$ cat config.mk
export PLATFORM = sky130hd
export DESIGN_NAME = pc_fetch_ctrl
export DESIGN_NICKNAME = d
export VERILOG_FILES = /design/src/rtl/pc_fetch_ctrl.sv
export SDC_FILE = /design/constraint.sdc
export NUM_CORES = 1
export LEC_CHECK = 0
export CORE_ASPECT_RATIO = 1.5
export CORE_MARGIN = 5
export CORE_UTILIZATION = 45
export DETAILED_ROUTE_END_ITERATION = 8
export PLACE_DENSITY = 0.68
export SLEW_MARGIN = 20
export SYNTH_ARGS = -nofsm -noshare
export SYNTH_HDL_FRONTEND = slang
export SYNTH_SLANG_ARGS = --single-unit
$ cat constraint.sdc
create_clock -name clk -period 7.4 [get_ports clk]
set_clock_uncertainty 0.05 [all_clocks]
set_input_delay 1.85 -clock clk [delete_from_list [all_inputs] [get_ports clk]]
set_output_delay 1.85 -clock clk [all_outputs]
set_load 0.01 [all_outputs]
$ cat src/rtl/pc_fetch_ctrl.sv
// pc_fetch_ctrl: PC generation, credit-limited imem fetch, in-order response FIFO.
// Define FETCH_ALIGN_CHECK_EN to trap misaligned redirects into a sticky HALT.
module pc_fetch_ctrl #(
    parameter logic [31:0] RESET_PC    = 32'h0000_0000,
    parameter int unsigned INSTR_BYTES = 4,
    parameter int unsigned FIFO_DEPTH  = 4
) (
    input  logic        clk,
    input  logic        rst,
    input  logic        branch_taken,
    input  logic [31:0] branch_pc,
    output logic        imem_req_valid,
    output logic [31:0] imem_req_addr,
    input  logic        imem_req_ready,
    input  logic        imem_rsp_valid,
    input  logic [31:0] imem_rsp_data,
    output logic        if_valid,
    output logic [31:0] if_instr,
    output logic [31:0] if_pc,
    input  logic        if_ready,
    output logic        fetch_fault
);
    localparam int AW = $clog2(FIFO_DEPTH);
    localparam int CW = AW + 1;
    localparam logic [CW:0] DEPTH = (CW + 1)'(FIFO_DEPTH);

    typedef enum logic [1:0] {
        BOOT = 2'd0,
        RUN  = 2'd1
`ifdef FETCH_ALIGN_CHECK_EN
        , HALT = 2'd2
`endif
    } state_e;

    state_e         state_q, state_d;
    logic [31:0]    fetch_pc_q, fetch_pc_d;
    logic [CW-1:0]  inflight_q, inflight_d;
    logic [CW-1:0]  drop_q, drop_d;
    logic [CW-1:0]  fifo_cnt_q, fifo_cnt_d;
    logic [AW-1:0]  rd_ptr_q, rd_ptr_d;
    logic [AW-1:0]  wr_ptr_q, wr_ptr_d;
    logic [AW-1:0]  aq_rd_q, aq_rd_d;
    logic [AW-1:0]  aq_wr_q, aq_wr_d;
    logic [31:0]    aq_mem    [FIFO_DEPTH];
    logic [31:0]    pc_mem    [FIFO_DEPTH];
    logic [31:0]    instr_mem [FIFO_DEPTH];

    logic redirect, req_fire, rsp_drop, push, pop, bad_target;

    // Credits cover both in-flight requests and buffered words, so the FIFO never overflows.
    assign imem_req_valid = (state_q == RUN) &&
                            (({1'b0, inflight_q} + {1'b0, fifo_cnt_q}) < DEPTH);
    assign imem_req_addr  = fetch_pc_q;
    assign if_valid       = (fifo_cnt_q != '0);
    assign if_pc          = if_valid ? pc_mem[rd_ptr_q] : '0;
    assign if_instr       = if_valid ? instr_mem[rd_ptr_q] : '0;

    always_comb begin
        redirect   = branch_taken && (state_q == RUN);
        req_fire   = imem_req_valid && imem_req_ready;
        rsp_drop   = (drop_q != '0);
        push       = imem_rsp_valid && !rsp_drop && !redirect;
        pop        = if_valid && if_ready;
`ifdef FETCH_ALIGN_CHECK_EN
        bad_target = redirect && (branch_pc[1:0] != 2'b00);
`else
        bad_target = 1'b0;
`endif
    end

    always_comb begin
        state_d    = state_q;
        fetch_pc_d = fetch_pc_q;
        inflight_d = inflight_q + CW'(req_fire) - CW'(imem_rsp_valid);
        drop_d     = drop_q;
        fifo_cnt_d = fifo_cnt_q + CW'(push) - CW'(pop);
        rd_ptr_d   = rd_ptr_q + AW'(pop);
        wr_ptr_d   = wr_ptr_q + AW'(push);
        aq_rd_d    = aq_rd_q + AW'(imem_rsp_valid);
        aq_wr_d    = aq_wr_q + AW'(req_fire);
        if (imem_rsp_valid && rsp_drop) drop_d = drop_q - CW'(1);
        if (req_fire) fetch_pc_d = fetch_pc_q + 32'(INSTR_BYTES);
        unique case (state_q)
            BOOT:    state_d = RUN;
`ifdef FETCH_ALIGN_CHECK_EN
            RUN:     if (bad_target) state_d = HALT;
`endif
            default: state_d = state_q;
        endcase
        // Everything still in flight at redirect time belongs to the wrong path.
        if (redirect) begin
            fetch_pc_d = branch_pc;
            fifo_cnt_d = '0;
            rd_ptr_d   = '0;
            wr_ptr_d   = '0;
            drop_d     = inflight_d;
        end
    end

    always_ff @(posedge clk) begin
        if (rst) begin
            state_q    <= BOOT;
            fetch_pc_q <= RESET_PC;
            inflight_q <= '0;
            drop_q     <= '0;
            fifo_cnt_q <= '0;
            rd_ptr_q   <= '0;
            wr_ptr_q   <= '0;
            aq_rd_q    <= '0;
            aq_wr_q    <= '0;
        end else begin
            state_q    <= state_d;
            fetch_pc_q <= fetch_pc_d;
            inflight_q <= inflight_d;
            drop_q     <= drop_d;
            fifo_cnt_q <= fifo_cnt_d;
            rd_ptr_q   <= rd_ptr_d;
            wr_ptr_q   <= wr_ptr_d;
            aq_rd_q    <= aq_rd_d;
            aq_wr_q    <= aq_wr_d;
        end
    end

    always_ff @(posedge clk) begin
        if (req_fire) aq_mem[aq_wr_q] <= fetch_pc_q;
        if (push) begin
            pc_mem[wr_ptr_q]    <= aq_mem[aq_rd_q];
            instr_mem[wr_ptr_q] <= imem_rsp_data;
        end
    end

`ifdef FETCH_ALIGN_CHECK_EN
    logic fault_q;

    always_ff @(posedge clk) begin
        if (rst) fault_q <= 1'b0;
        else     fault_q <= fault_q | bad_target;
    end

    assign fetch_fault = fault_q;
`else
    assign fetch_fault = 1'b0;
`endif

`ifndef SYNTHESIS
    always_ff @(posedge clk) begin
        if (!rst) begin
            assert (!(push && fifo_cnt_q == CW'(FIFO_DEPTH)))
                else $error("pc_fetch_ctrl: push into full response fifo");
        end
    end
`endif

endmodule
==> results of run 1 <==
[cells by family (layout without fill, tap and decap cells)]
| kind of cell | after synthesis | in the layout | synth area share, % |
|---|---|---|---|
| xor+xnor | 36 | 36 | 1.86 |
| mux | 97 | 97 | 12.8 |
| simple gates | 181 | 181 | 6.48 |
| compound gates | 59 | 59 | 1.92 |
| fa+ha+maj | 15 | 15 | 1.20 |
| flops | 434 | 434 | 74.1 |
| other cells | 1 | 1 | 0.0222 |
| buf+inv | 64 | 271 | 1.55 |
[sequential cells by signal, summed over array words and instances, names as in the netlist]
signal,flops
drop_q,3
aq_rd_q,2
state_q,1
inflight_q,3
aq_wr_q,2
fifo_cnt_q,3
wr_ptr_q,2
aq_mem,128
rd_ptr_q,2
imem_req_addr,32
pc_mem,128
instr_mem,128
[worst min-delay path by stage]
stage	startpoint	endpoint	slack, ps	depth (start not counted)
3_3_place_gp	imem_req_addr[31]$_SDFFE_PP0P_	aq_mem[2][31]$_DFFE_PP_	490	0
4_1_cts	imem_req_addr[31]$_SDFFE_PP0P_	aq_mem[3][31]$_DFFE_PP_	500	0
6_report	imem_req_addr[31]$_SDFFE_PP0P_	aq_mem[2][31]$_DFFE_PP_	510	0
2_1_floorplan	imem_req_addr[0]$_SDFFE_PP0P_	imem_req_addr[0]$_SDFFE_PP0P_	470	2
5_1_grt	imem_req_addr[31]$_SDFFE_PP0P_	aq_mem[0][31]$_DFFE_PP_	520	0
3_5_place_dp	imem_req_addr[31]$_SDFFE_PP0P_	aq_mem[3][31]$_DFFE_PP_	490	0
[power by group]
part | leakage [nW] | internal [mW] | switching, mW
logic | 1.92 | 0.796 | 0.640
clock network | 0.658 | 1.23 | 0.858
registers | 3.92 | 2.91 | 0.138
[cell usage after synthesis (all sizes together)]
library cell,instances,area (um^2)
a211oi,4,30.0
nor3,13,70.1
a311oi,2,17.5
nor3b,1,7.51
fa,2,40.0
conb,1,3.75
a22o,1,8.76
nand2,26,97.6
mux4,96,2160
xor2,4,35.0
nor2b,6,37.5
o21ai,25,125
xnor2,32,280
clkinv,1,3.75
or3,3,18.8
nor2,18,67.6
and3,14,87.6
clkbuf,30,113
mux2i,1,10.0
edfxtp,384,11500
a31oi,1,6.26
o22ai,1,6.26
a31o,1,8.76
buf,16,81.3
inv,17,63.8
ha,13,163
nand4,8,56.3
o211ai,1,7.51
a21oi,23,115
dfxtp,50,1000
nand3,10,50.1
and4,3,26.3
and2,68,425
nor4b,1,23.8
nor4,10,128
[layer usage]
metal | part of all wire [%] | track usage (%) | vias to the layer above
met1 | 41 | 19.8 | 4282
met5 | 0.025 | 0 | -
li1 | - | - | 3847
met4 | 2.0 | 4.44 | 2
met3 | 4.0 | 2.41 | 45
met2 | 53 | 28.3 | 200
[per-stage QoR]
stage	instance area (um^2)	setup slack, ps	cells	utilization (%)
after floorplan	16900	34.7	887	-
after global routing	20500	1900	1583	54.9
final	20500	2190	1583	54.9
after global placement	19100	2620	1510	51.3
after CTS	20500	2040	1583	54.9
after detailed placement	19200	2620	1511	51.3
[layout make-up]
class                           count  area [um^2]
Multi-Input combinational cell    389         4150
Inverter                           18         67.6
Clock inverter                     26          264
Sequential cell                   434        12500
Fill cell                        2897        16800
Timing Repair Buffer              181         1790
Clock buffer                       46         1090
Tap cell                          489          612
==> impl_metrics.py, run 1 <==
metrics = {
    "flow_run": {
        "cap_violations": 0,
    },
    "worst_setup_path": {
        "end_kind": "output port",
        "r2r_end": "drop_q[2]$_SDFFE_PP0P_",
        "path_class": "flip-flop to output port",
        "cp_slowest_stage_delay_ps": 970,
        "timing.rr.start": "inflight_q[2]$_SDFF_PP0_",
        "reg2regPathDepth": 11,
        "reg2reg_slack_ps": 4490,
        "critPathBufInv": 2,
        "required_ps": 5500,
        "crit_cells": 4,
        "slowest_stage": "dfxtp_4",
        "path_cells": "buf_4 > mux4_2 > and2_1 > clkdlybuf4s50_1",
        "startpoint": "rd_ptr_q[0]$_SDFF_PP0_",
        "cp_top_family": "buffers and inverters",
        "start_kind": "flip-flop",
        "arrival_ps": 3310,
        "worstSetupEndpoint": "if_pc[22]",
        "crit_fanout": 46,
    },
    "floorplan": {
        "die-width_um": 168,
        "core_area_mm2": 0.0373,
        "die-area_mm2": 0.0416,
        "num_rows": 87,
        "ios": 169,
        "chipHeight_um": 247,
        "initial_core_util_pct": 45.3,
    },
    "global_routing": {
        "overflow": 0,
        "grt_pass1_wl_um": 50700,
        "grt_pass1_vias": 8817,
        "antenna_found_initial": 1,
        "track_usage_pct": 15.7,
        "grt_max_degree": 66,
    },
    "clock_tree": {
        "insertion_delay_ps": 530,
        "cts_buffers": 41,
        "post_cts_buffers": 0,
        "clkSlewWorstSetupHoldPaths_ps": 60,
        "clock-root-buffer": "clkbuf_16",
        "cts.sinks": 434,
        "cts_resized": 0,
        "cts_max_path_buffers": 3,
        "cts_tree": "built",
        "ctsHoldBuffers": 0,
        "cts_max_level": 2,
    },
    "timing": {
        "rsz0062_at_grt": "no",
        "holdWs_ps": 509,
        "fmax_ghz": 0.192,
        "setup_violations": 0,
        "tns_ps": 0,
        "fin_crit_sh_pct": 70.4,
        "finalMaxSlewViolations": 0,
        "finalCriticalPeriod_ps": 5210,
        "hold_viol_final": 0,
        "tightest_slew_ps": 1020,
        "maxSlewHeadroom_pct": 31.8,
    },
    "detailed_routing": {
        "vias_per_cell": 5.29,
        "dr.pass1.iters": 5,
        "ant_nets": 0,
        "wirelength_um": 32400,
        "drt_iter0_markers": 457,
        "wl_per_cell_um": 20.5,
        "drc": 0,
        "vias": 8376,
    },
    "synth": {
        "synth_seq_cells": 434,
        "avgSynthCellArea_um2": 19.1,
        "syn-num-nets": 972,
        "synth_cell_type_count": 42,
        "netlist_instances": 887,
        "synth_seq_area_share_pct": 74.1,
        "ys_warn_count": 0,
        "mappedNetlistArea_mm2": 0.0169,
    },
    "placed_design": {
        "dp_hpwl_um": 19900,
        "routabilityCongestion": 0.758,
        "port_buffers": 167,
    },
    "cells_and_area": {
        "drive_gt1_share_pct": 17.9,
        "final_common_cell": "edfxtp_1",
        "final_cell_mix": "384 x edfxtp_1, 167 x clkdlybuf4s50_1, 96 x mux4_2, 68 x and2_1, 46 x dfxtp_1",
        "syn2layout_area_growth_pct": 21.3,
        "antenna_cells": 0,
        "fin_nets": 1150,
    },
    "pwr": {
        "p_total_mw": 6.58,
        "p_leak_nw": 6.50,
        "p_per_area_mw_per_mm2": 321,
        "peakVddDrop_mv": 0.179,
    },
    "min_path": {
        "hold_class": "flip-flop to flip-flop",
    },
    "status": {
        "status": "finished, final reports clean",
    },
}
Note: power is estimated with default switching activity, not from simulation.
==> run 2, diff against run 1 <==
Settings changed: PLACE_DENSITY 0.68 to 0.65.
Clock period 7.4 ns to 5.1 ns, I/O delays scaled along.
==> run 2 against run 1 <==
Against the previous run: flip-flop and latch count did not move; die area did not move; non-clock buffer count rose by 4; via count rose by 1.0%; sequential power rose by 44%; utilization rose by 0.17 points; critical path type unchanged; worst hold slack got worse by 11 ps; register-to-register slack got worse by 2400 ps; first-iteration DRC count fell by 13%; sequential share of layout area fell by 0.19 points.
==> impl_metrics.py, run 2 (synthesized netlist as in run 1, its figures left out) <==
metrics = {
    "worst_setup_path": {
        "start_kind": "flip-flop",
        "arrival_ps": 2710,
        "critPathBufInv": 2,
        "crit_fanout": 39,
        "required_ps": 3770,
        "r2r_end": "fifo_cnt_q[2]$_SDFF_PP0_",
        "cp_slowest_stage_delay_ps": 830,
        "reg2reg_slack_ps": 2130,
        "cp_top_family": "simple AND/OR/NAND/NOR gates",
        "timing.rr.start": "fifo_cnt_q[1]$_SDFF_PP0_",
        "slowest_stage": "or3_2",
        "path_cells": "or3_2 > buf_4 > and2_1 > clkdlybuf4s50_1",
        "end_kind": "output port",
        "path_class": "flip-flop to output port",
        "reg2regPathDepth": 9,
    },
    "detailed_routing": {
        "wl_per_cell_um": 20.7,
        "drt_iter0_markers": 396,
        "dr.pass1.iters": 5,
        "ant_nets": 0,
        "vias": 8461,
        "vias_per_cell": 5.33,
        "drc": 0,
        "wirelength_um": 32800,
    },
    "clock_tree": {
        "cts_buffers": 40,
        "cts_resized": 0,
        "clock-root-buffer": "clkbuf_16",
        "cts_tree": "built",
        "ctsHoldBuffers": 0,
        "cts.sinks": 434,
        "post_cts_buffers": 0,
        "cts_max_path_buffers": 3,
        "cts_max_level": 2,
        "insertion_delay_ps": 530,
        "clkSlewWorstSetupHoldPaths_ps": 70,
    },
    "flow_run": {
        "cap_violations": 0,
    },
    "floorplan": {
        "die-width_um": 168,
        "num_rows": 87,
        "die-area_mm2": 0.0416,
        "ios": 169,
        "chipHeight_um": 247,
        "core_area_mm2": 0.0373,
        "initial_core_util_pct": 45.3,
    },
    "timing": {
        "tns_ps": 0,
        "setup_violations": 0,
        "tightest_slew_ps": 1040,
        "rsz0062_at_grt": "no",
        "finalMaxSlewViolations": 0,
        "fin_crit_sh_pct": 79.1,
        "finalCriticalPeriod_ps": 4040,
        "maxSlewHeadroom_pct": 30.7,
        "hold_viol_final": 0,
        "fmax_ghz": 0.248,
    },
    "pwr": {
        "p_per_area_mw_per_mm2": 464,
        "peakVddDrop_mv": 0.252,
        "p_leak_nw": 6.52,
    },
    "cells_and_area": {
        "final_cell_mix": "384 x edfxtp_1, 167 x clkdlybuf4s50_1, 96 x mux4_2, 68 x and2_1, 47 x dfxtp_1",
        "fin_cells": 1586,
        "final_common_cell": "edfxtp_1",
        "fin_nets": 1153,
        "reg_top3": "aq_mem: 128 flops, instr_mem: 128 flops, pc_mem: 128 flops",
        "antenna_cells": 0,
        "syn2layout_area_growth_pct": 21.7,
        "drive_gt1_share_pct": 18.0,
    },
    "placed_design": {
        "place_inst": 1515,
        "port_buffers": 167,
        "dp_hpwl_um": 20000,
        "routabilityCongestion": 0.764,
    },
    "global_routing": {
        "grt_max_degree": 65,
        "track_usage_pct": 16.1,
        "grt_pass1_wl_um": 52000,
        "antenna_found_initial": 0,
        "overflow": 0,
        "grt_pass1_vias": 9109,
    },
    "min_path": {
        "holdPathEnd": "imem_req_addr[1]$_SDFFE_PP0P_",
        "hold_class": "flip-flop to flip-flop",
        "hp-start": "imem_req_addr[1]$_SDFFE_PP0P_",
        "holdPathStages": 2,
    },
    "status": {
        "status": "finished, final reports clean",
    },
}
run 2: cell types whose count changed in the layout (fill, tap and decap cells not counted), sizes merged:
cell	previous run	this run
bufinv	5	6
clkbuf	46	45
buf	14	18
inv	19	20
clkinvlp	3	1
run 2: through the flow:
| stage | worst slack [ps] | total power [mW] | util, % | cell area (um^2) | hold WS, ps |
|---|---|---|---|---|---|
| after floorplan | 53.7 | 5.61 | - | 16900 | 468 |
| after global placement | 1470 | 6.62 | 51.5 | 19200 | 466 |
| after detailed placement | 1430 | 6.65 | 51.5 | 19200 | 483 |
| after CTS | 967 | 9.71 | 55.1 | 20600 | 495 |
| after global routing | 883 | 10.0 | 55.1 | 20600 | 525 |
| final | 1060 | 9.55 | 55.1 | 20600 | 498 |
run 2: worst max path at each step:
stage	from	slack, ps	end	cells after the start
after CTS	rd_ptr_q[0]$_SDFF_PP0_	970	if_pc[13]	4
after floorplan	branch_taken	50	instr_mem[1][0]$_DFFE_PP_	5
after global routing	fifo_cnt_q[1]$_SDFF_PP0_	880	if_instr[10]	4
final	fifo_cnt_q[1]$_SDFF_PP0_	1060	if_instr[10]	4
after global placement	imem_rsp_valid	1470	fifo_cnt_q[2]$_SDFF_PP0_	10
after detailed placement	imem_rsp_valid	1430	fifo_cnt_q[2]$_SDFF_PP0_	10
run 2: routing by layer:
metal  up-vias  wire (um)  share of wire (%)  GRT usage (%)
met1      4363      13300                 41           20.0
met2       180      17500                 53           29.3
met5         -          0                  0              0
met3        48       1230                3.7           2.37
li1       3870          -                  -              -
met4         0        730                2.2           4.51
run 2: final cells by class:
| class | count | area, um^2 |
|---|---|---|
| repair buffers | 185 | 1860 |
| fillers | 2929 | 16800 |
| clock inverters | 26 | 300 |
| clock buffers | 45 | 1040 |
| flip-flops and latches | 434 | 12500 |
| well taps | 489 | 612 |
| inverters | 18 | 67.6 |
| multi-input cells | 389 | 4160 |
run 2: power breakdown:
part / switching, mW / internal (mW)
clock network: 1.26 / 1.79
registers: 0.158 / 4.22
logic: 0.967 / 1.16
total: 2.39 / 7.17
run 2: worst min-delay path, delay by kind of cell, from the launching register on:
kind	cells	cell delay, ps
simple gates	1	80
flops	1	360
compound gates	1	60
==> run 3, diff against run 2 <==
Settings changed: PLACE_DENSITY 0.65 to 0.68.
Clock period 5.1 ns to 3.5 ns, I/O delays scaled along.
==> run 3 against run 2 <==
Against the previous run: combinational power grew 51%; worst hold slack gained 9.2 ps; cell area grew 0.38%; sequential power grew 45%; utilization grew 0.21 points; clock-buffer cell count grew 5; die area is the same; critical path type unchanged.
==> impl_metrics.py, run 3 (synthesized netlist as in run 1, its figures left out) <==
metrics = {
    "status": {
        "status": "finished, final reports clean",
    },
    "floorplan": {
        "die-width_um": 168,
        "die-area_mm2": 0.0416,
        "core_area_mm2": 0.0373,
        "num_rows": 87,
        "chipHeight_um": 247,
        "initial_core_util_pct": 45.3,
        "ios": 169,
    },
    "global_routing": {
        "grt_pass1_vias": 9242,
        "grt_max_degree": 67,
        "overflow": 0,
        "grt_pass1_wl_um": 51900,
        "antenna_found_initial": 0,
        "track_usage_pct": 16.0,
    },
    "timing": {
        "tightest_slew_ps": 668,
        "fmax_ghz": 0.297,
        "maxSlewHeadroom_pct": 55.4,
        "fin_crit_sh_pct": 96.2,
        "tns_ps": 0,
        "setup_violations": 0,
        "rsz0062_at_grt": "no",
        "hold_viol_final": 0,
        "finalMaxSlewViolations": 0,
        "finalCriticalPeriod_ps": 3370,
        "layout_setup_ws_ps": 133,
    },
    "cells_and_area": {
        "syn2layout_area_growth_pct": 22.2,
        "fin_area_mm2": 0.0207,
        "fin_nets": 1158,
        "drive_gt1_share_pct": 17.8,
        "antenna_cells": 0,
        "reg_top3": "aq_mem: 128 flops, instr_mem: 128 flops, pc_mem: 128 flops",
        "final_cell_mix": "384 x edfxtp_1, 167 x clkdlybuf4s50_1, 96 x mux4_2, 68 x and2_1, 47 x dfxtp_1",
        "fin_cells": 1590,
        "final_common_cell": "edfxtp_1",
    },
    "clock_tree": {
        "cts_max_level": 2,
        "cts_tree": "built",
        "post_cts_buffers": 0,
        "cts_buffers": 40,
        "insertion_delay_ps": 530,
        "cts_max_path_buffers": 3,
        "ctsHoldBuffers": 0,
        "clock-root-buffer": "clkbuf_16",
        "clkSlewWorstSetupHoldPaths_ps": 60,
        "cts.sinks": 434,
    },
    "detailed_routing": {
        "dr.pass1.iters": 6,
        "wl_per_cell_um": 20.6,
        "ant_nets": 0,
        "vias_per_cell": 5.28,
        "drc": 0,
        "drt_iter0_markers": 456,
        "wirelength_um": 32800,
        "vias": 8388,
    },
    "worst_setup_path": {
        "crit_fanout": 21,
        "required_ps": 2570,
        "start_kind": "flip-flop",
        "path_cells": "buf_8 > mux4_2 > and2_1 > clkdlybuf4s50_1",
        "end_kind": "output port",
        "arrival_ps": 2440,
        "cp_slowest_stage_delay_ps": 540,
        "slowest_stage": "mux4_2",
        "path_class": "flip-flop to output port",
    },
    "pwr": {
        "p_total_mw": 13.7,
        "peakVddDrop_mv": 0.433,
        "p_per_area_mw_per_mm2": 665,
        "p_leak_nw": 6.53,
    },
    "flow_run": {
        "cap_violations": 0,
    },
    "placed_design": {
        "dp_hpwl_um": 20200,
        "place_inst": 1519,
        "placed_area_mm2": 0.0194,
        "routabilityCongestion": 0.763,
        "port_buffers": 167,
        "pre_cts_ws_ps": 240,
    },
    "min_path": {
        "hold_class": "flip-flop to flip-flop",
    },
}
run 3: worst paths after layout:
| kind | from | end | slack (ps) | cells past startpoint |
|---|---|---|---|---|
| min reg2reg | imem_req_addr[1]$_SDFFE_PP0P_ | imem_req_addr[1]$_SDFFE_PP0P_ | 510 | 2 |
| min | imem_req_addr[1]$_SDFFE_PP0P_ | imem_req_addr[1]$_SDFFE_PP0P_ | 510 | 2 |
| max | rd_ptr_q[0]$_SDFF_PP0_ | if_pc[27] | 130 | 4 |
| max reg2reg | fifo_cnt_q[0]$_SDFF_PP0_ | fifo_cnt_q[2]$_SDFF_PP0_ | 700 | 10 |
run 3: worst max-delay path: cells and delay by family (launching register included):
| family | cells | cell delay [ps] |
|---|---|---|
| buffers and inverters | 2 | 740 |
| DFF | 1 | 420 |
| muxes | 1 | 540 |
| and+or+nand+nor | 1 | 200 |
run 3: where the power goes:
| group | switching [mW] | internal [mW] |
|---|---|---|
| logic | 1.46 | 1.75 |
| clock network | 1.79 | 2.37 |
| registers | 0.206 | 6.15 |
| total | 3.46 | 10.3 |
run 3: metrics by stage:
step	utilization (%)	hold WS [ps]
detailed placement	51.9	497
CTS	55.2	511
global placement	51.9	467
global route	55.3	527
floorplan	-	468
finish	55.3	507
run 3: layout make-up:
cell class,count,area (um^2)
Inverter,18,67.6
Multi-Input combinational cell,389,4170
Clock inverter,20,176
Clock buffer,50,1060
Sequential cell,434,12500
Fill cell,2851,16700
Timing Repair Buffer,190,2030
Tap cell,489,612
run 3: what timing repair did:
| action | 4_1_cts | 5_1_grt |
|---|---|---|
| resized for setup | 2 | 2 |
| endpoints found under the setup margin | 4 | 12 |
| gates cloned | 0 | 1 |
run 3: metal layers:
metal | GRT usage (%) | wire (um)
met1 | 20.2 | 13600
met2 | 28.3 | 17000
met3 | 2.49 | 1200
met4 | 5.45 | 937
met5 | 0 | 0
